### config.mk
export PLATFORM = sky130hd
export DESIGN_NAME = imem_loader
export DESIGN_NICKNAME = d
export VERILOG_FILES = /design/src/rtl/imem_loader_pkg.sv /design/src/rtl/imem_loader.sv
export SDC_FILE = /design/constraint.sdc
export NUM_CORES = 1
export LEC_CHECK = 0
export BUFFER_PORTS_ARGS = -buffer_cell sky130_fd_sc_hd__buf_2
export CAP_MARGIN = 25
export CORE_ASPECT_RATIO = 1.2
export CORE_UTILIZATION = 50
export DETAILED_ROUTE_END_ITERATION = 10
export PLACE_DENSITY = 0.79
export SLEW_MARGIN = 20
export SYNTH_ARGS = -nofsm -noshare
export SYNTH_HDL_FRONTEND = slang
export SYNTH_SLANG_ARGS = --single-unit
### constraint.sdc
create_clock -name clk -period 2.1 [get_ports clk]
set_clock_uncertainty 0.2 [all_clocks]
set_input_delay 0.21 -clock clk [delete_from_list [all_inputs] [get_ports clk]]
set_output_delay 0.21 -clock clk [all_outputs]
set_load 0.1 [all_outputs]
### src/rtl/imem_loader_pkg.sv
// Shared definitions for the instruction-memory program loader.
package imem_loader_pkg;

  localparam int DATA_W = 32;

  // Loader phases: accept words, hold the core in reset, run, or stuck on overflow
  typedef enum logic [1:0] {
    LOAD = 2'd0,
    HOLD = 2'd1,
    RUN  = 2'd2,
    ERR  = 2'd3
  } loader_state_e;

endpackage

### src/rtl/imem_loader.sv
// Program loader: streams instruction words into instruction memory starting at
// word 0, keeps the core in reset while loading, and releases it a fixed number
// of cycles after the final word has been written.
module imem_loader
  import imem_loader_pkg::*;
#(
  parameter  int IMEM_DEPTH    = 256,
  parameter  int RELEASE_DELAY = 2,
  localparam int ADDR_W        = $clog2(IMEM_DEPTH)
) (
  input  logic              clk,
  input  logic              rst_n,
  input  logic              s_valid,
  output logic              s_ready,
  input  logic [DATA_W-1:0] s_data,
  input  logic              s_last,
  input  logic              reload,
  output logic              imem_we,
  output logic [ADDR_W-1:0] imem_addr,
  output logic [DATA_W-1:0] imem_wdata,
  output logic              core_rst_n,
  output logic              load_done,
  output logic              overflow,
  output logic [ADDR_W:0]   word_count
);

  localparam int DLY_W = $clog2(RELEASE_DELAY + 1);
  localparam logic [ADDR_W-1:0] PTR_LAST = ADDR_W'(IMEM_DEPTH - 1);
  localparam logic [DLY_W-1:0]  DLY_LAST = DLY_W'(RELEASE_DELAY);

  loader_state_e r_state;
  loader_state_e w_next;

  logic              w_ready;
  logic              w_hs;
  logic [ADDR_W-1:0] r_ptr;
  logic [ADDR_W:0]   r_count;
  logic [DLY_W-1:0]  r_delay;
  logic              r_we;
  logic [ADDR_W-1:0] r_addr;
  logic [DATA_W-1:0] r_wdata;
  logic              r_core_rst_n;
  logic              r_load_done;
  logic              r_overflow;

  // State register
  always_ff @(posedge clk or negedge rst_n) begin
    if (!rst_n) begin
      r_state <= LOAD;
    end else begin
      r_state <= w_next;
    end
  end

  // Next-state logic; reload overrides everything and restarts the load
  always_comb begin
    w_next = r_state;
    if (reload) begin
      w_next = LOAD;
    end else begin
      case (r_state)
        LOAD: begin
          if (w_hs && s_last) begin
            w_next = HOLD;
          end else if (w_hs && (r_ptr == PTR_LAST)) begin
            w_next = ERR;
          end
        end
        HOLD: begin
          if (r_delay == DLY_LAST) begin
            w_next = RUN;
          end
        end
        RUN:     w_next = RUN;
        ERR:     w_next = ERR;
        default: w_next = LOAD;
      endcase
    end
  end

  // Ready decodes from state and reload only, never from s_valid
  always_comb begin
    w_ready = (r_state == LOAD) && !reload;
    w_hs    = s_valid && w_ready;
  end

  // Write port, pointer, counters and registered status outputs
  always_ff @(posedge clk or negedge rst_n) begin
    if (!rst_n) begin
      r_ptr        <= '0;
      r_count      <= '0;
      r_delay      <= '0;
      r_we         <= 1'b0;
      r_addr       <= '0;
      r_wdata      <= '0;
      r_core_rst_n <= 1'b0;
      r_load_done  <= 1'b0;
      r_overflow   <= 1'b0;
    end else begin
      r_we <= w_hs;
      if (w_hs) begin
        r_addr  <= r_ptr;
        r_wdata <= s_data;
      end
      if (reload) begin
        r_ptr   <= '0;
        r_count <= '0;
        r_delay <= '0;
      end else begin
        if (w_hs) begin
          r_ptr   <= r_ptr + ADDR_W'(1);
          r_count <= r_count + (ADDR_W + 1)'(1);
        end
        if ((r_state == HOLD) && (r_delay != DLY_LAST)) begin
          r_delay <= r_delay + DLY_W'(1);
        end
      end
      r_core_rst_n <= (w_next == RUN);
      r_load_done  <= (w_next == RUN);
      r_overflow   <= (w_next == ERR);
    end
  end

  assign s_ready    = w_ready;
  assign imem_we    = r_we;
  assign imem_addr  = r_addr;
  assign imem_wdata = r_wdata;
  assign core_rst_n = r_core_rst_n;
  assign load_done  = r_load_done;
  assign overflow   = r_overflow;
  assign word_count = r_count;

endmodule

==> flow_summary.yaml <==
sta:
  setup_violations: 0
  slew_headroom_pct: 66.5
  min_period_ps: 1960
  hold_viol: 0
  setup-tns-final_ps: 0
  max_freq_ghz: 0.510
  slew_violations: 0
  worst_pin_slew_ps: 502
  rsz0062_at_grt: "no"
  fin_ws_ps: 140
  fin_crit_sh_pct: 93.3
yosys:
  synthTopCellsByArea: "dfrtp_1 59%, mux2_2 14%, nand2_1 3.7%"
  synthArstFlopShare_pct: 100
  netlist_instances: 219
  ys_types: 36
  synth_most_common_cell: "dfrtp_1"
  syn-num-nets: 259
  ys_ff_latch: 64
  synth-seq-area-share_pct: 58.9
  synth_top_area_share_pct: 58.9
  yosys_most_used_dff: "dfrtp_1"
  postSynthAreaPerCell_sq_um: 12.4
  ys.warnings.count: 0
  synth_commonest_cells: "64 x dfrtp_1, 33 x mux2_2, 27 x nand2_1, 10 x a21oi_1, 7 x nor2_1"
  synth_top_cell_by_area: "dfrtp_1"
  synth_edf_count: 0
  syn_area_sq_um: 2720
floorplan:
  start_util_pct: 51.7
  num_io_pins: 91
  die_y_um: 82.8
  die_area_sq_um: 5740
  core.rowCount: 29
  fp.dieW_um: 69.3
  core-area_sq_um: 5260
cells_and_area:
  drive_above_1_share_pct: 44.3
  final_nets: 392
  area_growth_pct: 39.9
  fillers: 350
  regArea_sq_um: 1610
  antenna_cells: 0
  multi_input_area_sq_um: 1010
placement:
  portBuffers: 90
  place_ws_ps: 141
  gp_congestion: 0.717
  dp_hpwl_um: 3620
global_route:
  antenna_found_initial: 0
  grt_pass1_vias: 2117
  grt_usage_pct: 23.8
  overflow: 0
  grt_max_degree: 51
  grt_pass1_wl_um: 10300
drt:
  postRouteAntennaNets: 0
  route.detailed.drc: 0
  totalWireLength_um: 6530
  wire_per_inst_um: 15.6
  firstDrtPassIters: 5
  vias: 2174
  vias_per_cell: 5.19
  drt_iter0_drc: 131
setup_path:
  crit_arrival_ps: 2020
  max_stage_delay_ps: 550
  required_ps: 2160
  crit_path_end_kind: "flop"
  crit_chain: "or3b_1, buf_4, or3_1, a21oi_1"
  startpoint_type: "flop"
  path_max_fanout: 12
  path_class: "flop to flop"
  cp_slowest_cell: "or3b_1"
  crit_buf_inv: 1
  path_delay_family: "simple AND/OR/NAND/NOR gates"
clock_tree:
  clock-root-buffer: "clkbuf_8"
  clk_pin_slew_worst_paths_ps: 70
  worstSkewPairLatency_ps: 330
  clk_path_buf_depth: 2
  h-tree-depth: 3
  cts_tree: "built"
  cts.sinks: 64
  numCtsBuffers: 9
  cts_resized: 0
power_and_ir_drop:
  switchingPower_mw: 1.75
  sw_frac_of_total_pct: 43.5
  leakage_nw: 1.87
  p_clk_share_pct: 26.5
  seq_power_share_pct: 36.2
  pwr_density_cell_nw_per_um2: 1060
  ir_drop_mv: 0.545
  intPower_mw: 2.28
  p_comb_share_pct: 37.3
flow_run:
  cap_violations: 0
worst_hold_path:
  hp-class: "input port to flop"
status:
  outcome: "complete, no violations"
[timing repair]
item	in CTS	in global routing
buffers inserted	0	0
hold buffers	33	0
hold endpoints to repair	96	0
[final timing paths]
path / start / to / slack, ps / cells past startpoint
worst max-delay path: r_state[1] / r_ptr[3] / 140 / 4
worst min-delay path: s_last / r_state[0] / 80 / 4
worst max register to register: r_state[1] / r_ptr[3] / 140 / 4
worst min register to register: imem_addr[6] / imem_addr[6] / 270 / 2
max in group asynchronous: rst_n / word_count[3] / 970 / 3
min in group asynchronous: rst_n / imem_wdata[1] / 140 / 2
[worst min-delay path, delay by kind of cell]
family | cells | cell delay (ps)
AOI/OAI and AO/OA | 1 | 90
buffers and inverters | 1 | 90
and+or+nand+nor | 2 | 160
[per-stage QoR]
step           std cells  area (sq um)  power (mW)  util, %  hold slack (ps)
4_1_cts              419          3800        4.02     72.3             70.4
3_3_place_gp         370          3270        2.89     62.1            -60.8
2_1_floorplan        219          2730        2.65        -             -286
5_1_grt              419          3800        4.18     72.3              113
3_5_place_dp         370          3270        2.91     62.1            -57.3
6_report             419          3800        4.03     72.3             84.3
[layer usage]
| layer | global-route usage, % | wire (um) |
|---|---|---|
| met1 | 28.1 | 2750 |
| met2 | 40.1 | 3250 |
| met3 | 7.25 | 387 |
| met4 | 11.4 | 144 |
| met5 | 0 | 0 |
[state kept, by name, indices dropped and copies added (netlist names)]
signal      count
imem_wdata     32
load_done       1
word_count      9
imem_we         1
r_state         2
r_delay         2
r_ptr           8
imem_addr       8
overflow        1
[cell families after synthesis]
group	synth area share (%)
flops	58.9
mux	15.9
compound gates	4.92
buf+inv	3.96
simple gates	14.0
fa+ha+maj	1.38
xor+xnor	0.967
[power by group through the flow]
| stage | combinational, mW | sequential, mW | clock (mW) |
|---|---|---|---|
| final | 1.50 | 1.46 | 1.07 |
| after global routing | 1.55 | 1.47 | 1.16 |
| after CTS | 1.49 | 1.44 | 1.09 |
| after detailed placement | 1.44 | 1.47 | 0 |
| after global placement | 1.43 | 1.46 | 0 |
| after floorplan | 0.217 | 2.44 | 0 |
[layout by cell type (no fill, tap or decap), types with 2 or more instances in the layout]
| cell type | netlist | final |
|---|---|---|
| buf_12 | 0 | 2 |
| dfrtp_1 | 64 | 60 |
| buf_4 | 1 | 7 |
| inv_1 | 6 | 6 |
| nand2b_1 | 4 | 4 |
| a21oi_1 | 10 | 10 |
| nand4_1 | 2 | 2 |
| nand2_1 | 27 | 27 |
| clkinv_2 | 0 | 2 |
| or4_1 | 4 | 4 |
| o31ai_1 | 3 | 3 |
| ha_1 | 3 | 3 |
| mux2_2 | 33 | 33 |
| or3_1 | 6 | 6 |
| dlygate4sd3_1 | 0 | 33 |
| nand3_1 | 6 | 6 |
| buf_2 | 2 | 90 |
| dfrtp_2 | 0 | 4 |
| nor3_1 | 4 | 3 |
| nor2_1 | 7 | 7 |
| or3b_1 | 2 | 2 |
| xor2_1 | 2 | 2 |
| o21ai_0 | 6 | 6 |
| clkbuf_8 | 0 | 11 |
| mux2i_1 | 6 | 6 |
| clkinvlp_4 | 0 | 2 |
[area by class of cell]
cell class / instances / area share, %
clock inverters: 5 / 1.45
flip-flops and latches: 64 / 42.2
inverters: 7 / 0.691
well taps: 62 / 2.04
multi-input cells: 138 / 26.7
repair buffers: 132 / 23.0
clock buffers: 11 / 3.98
Note: power is estimated with default switching activity, not from simulation.
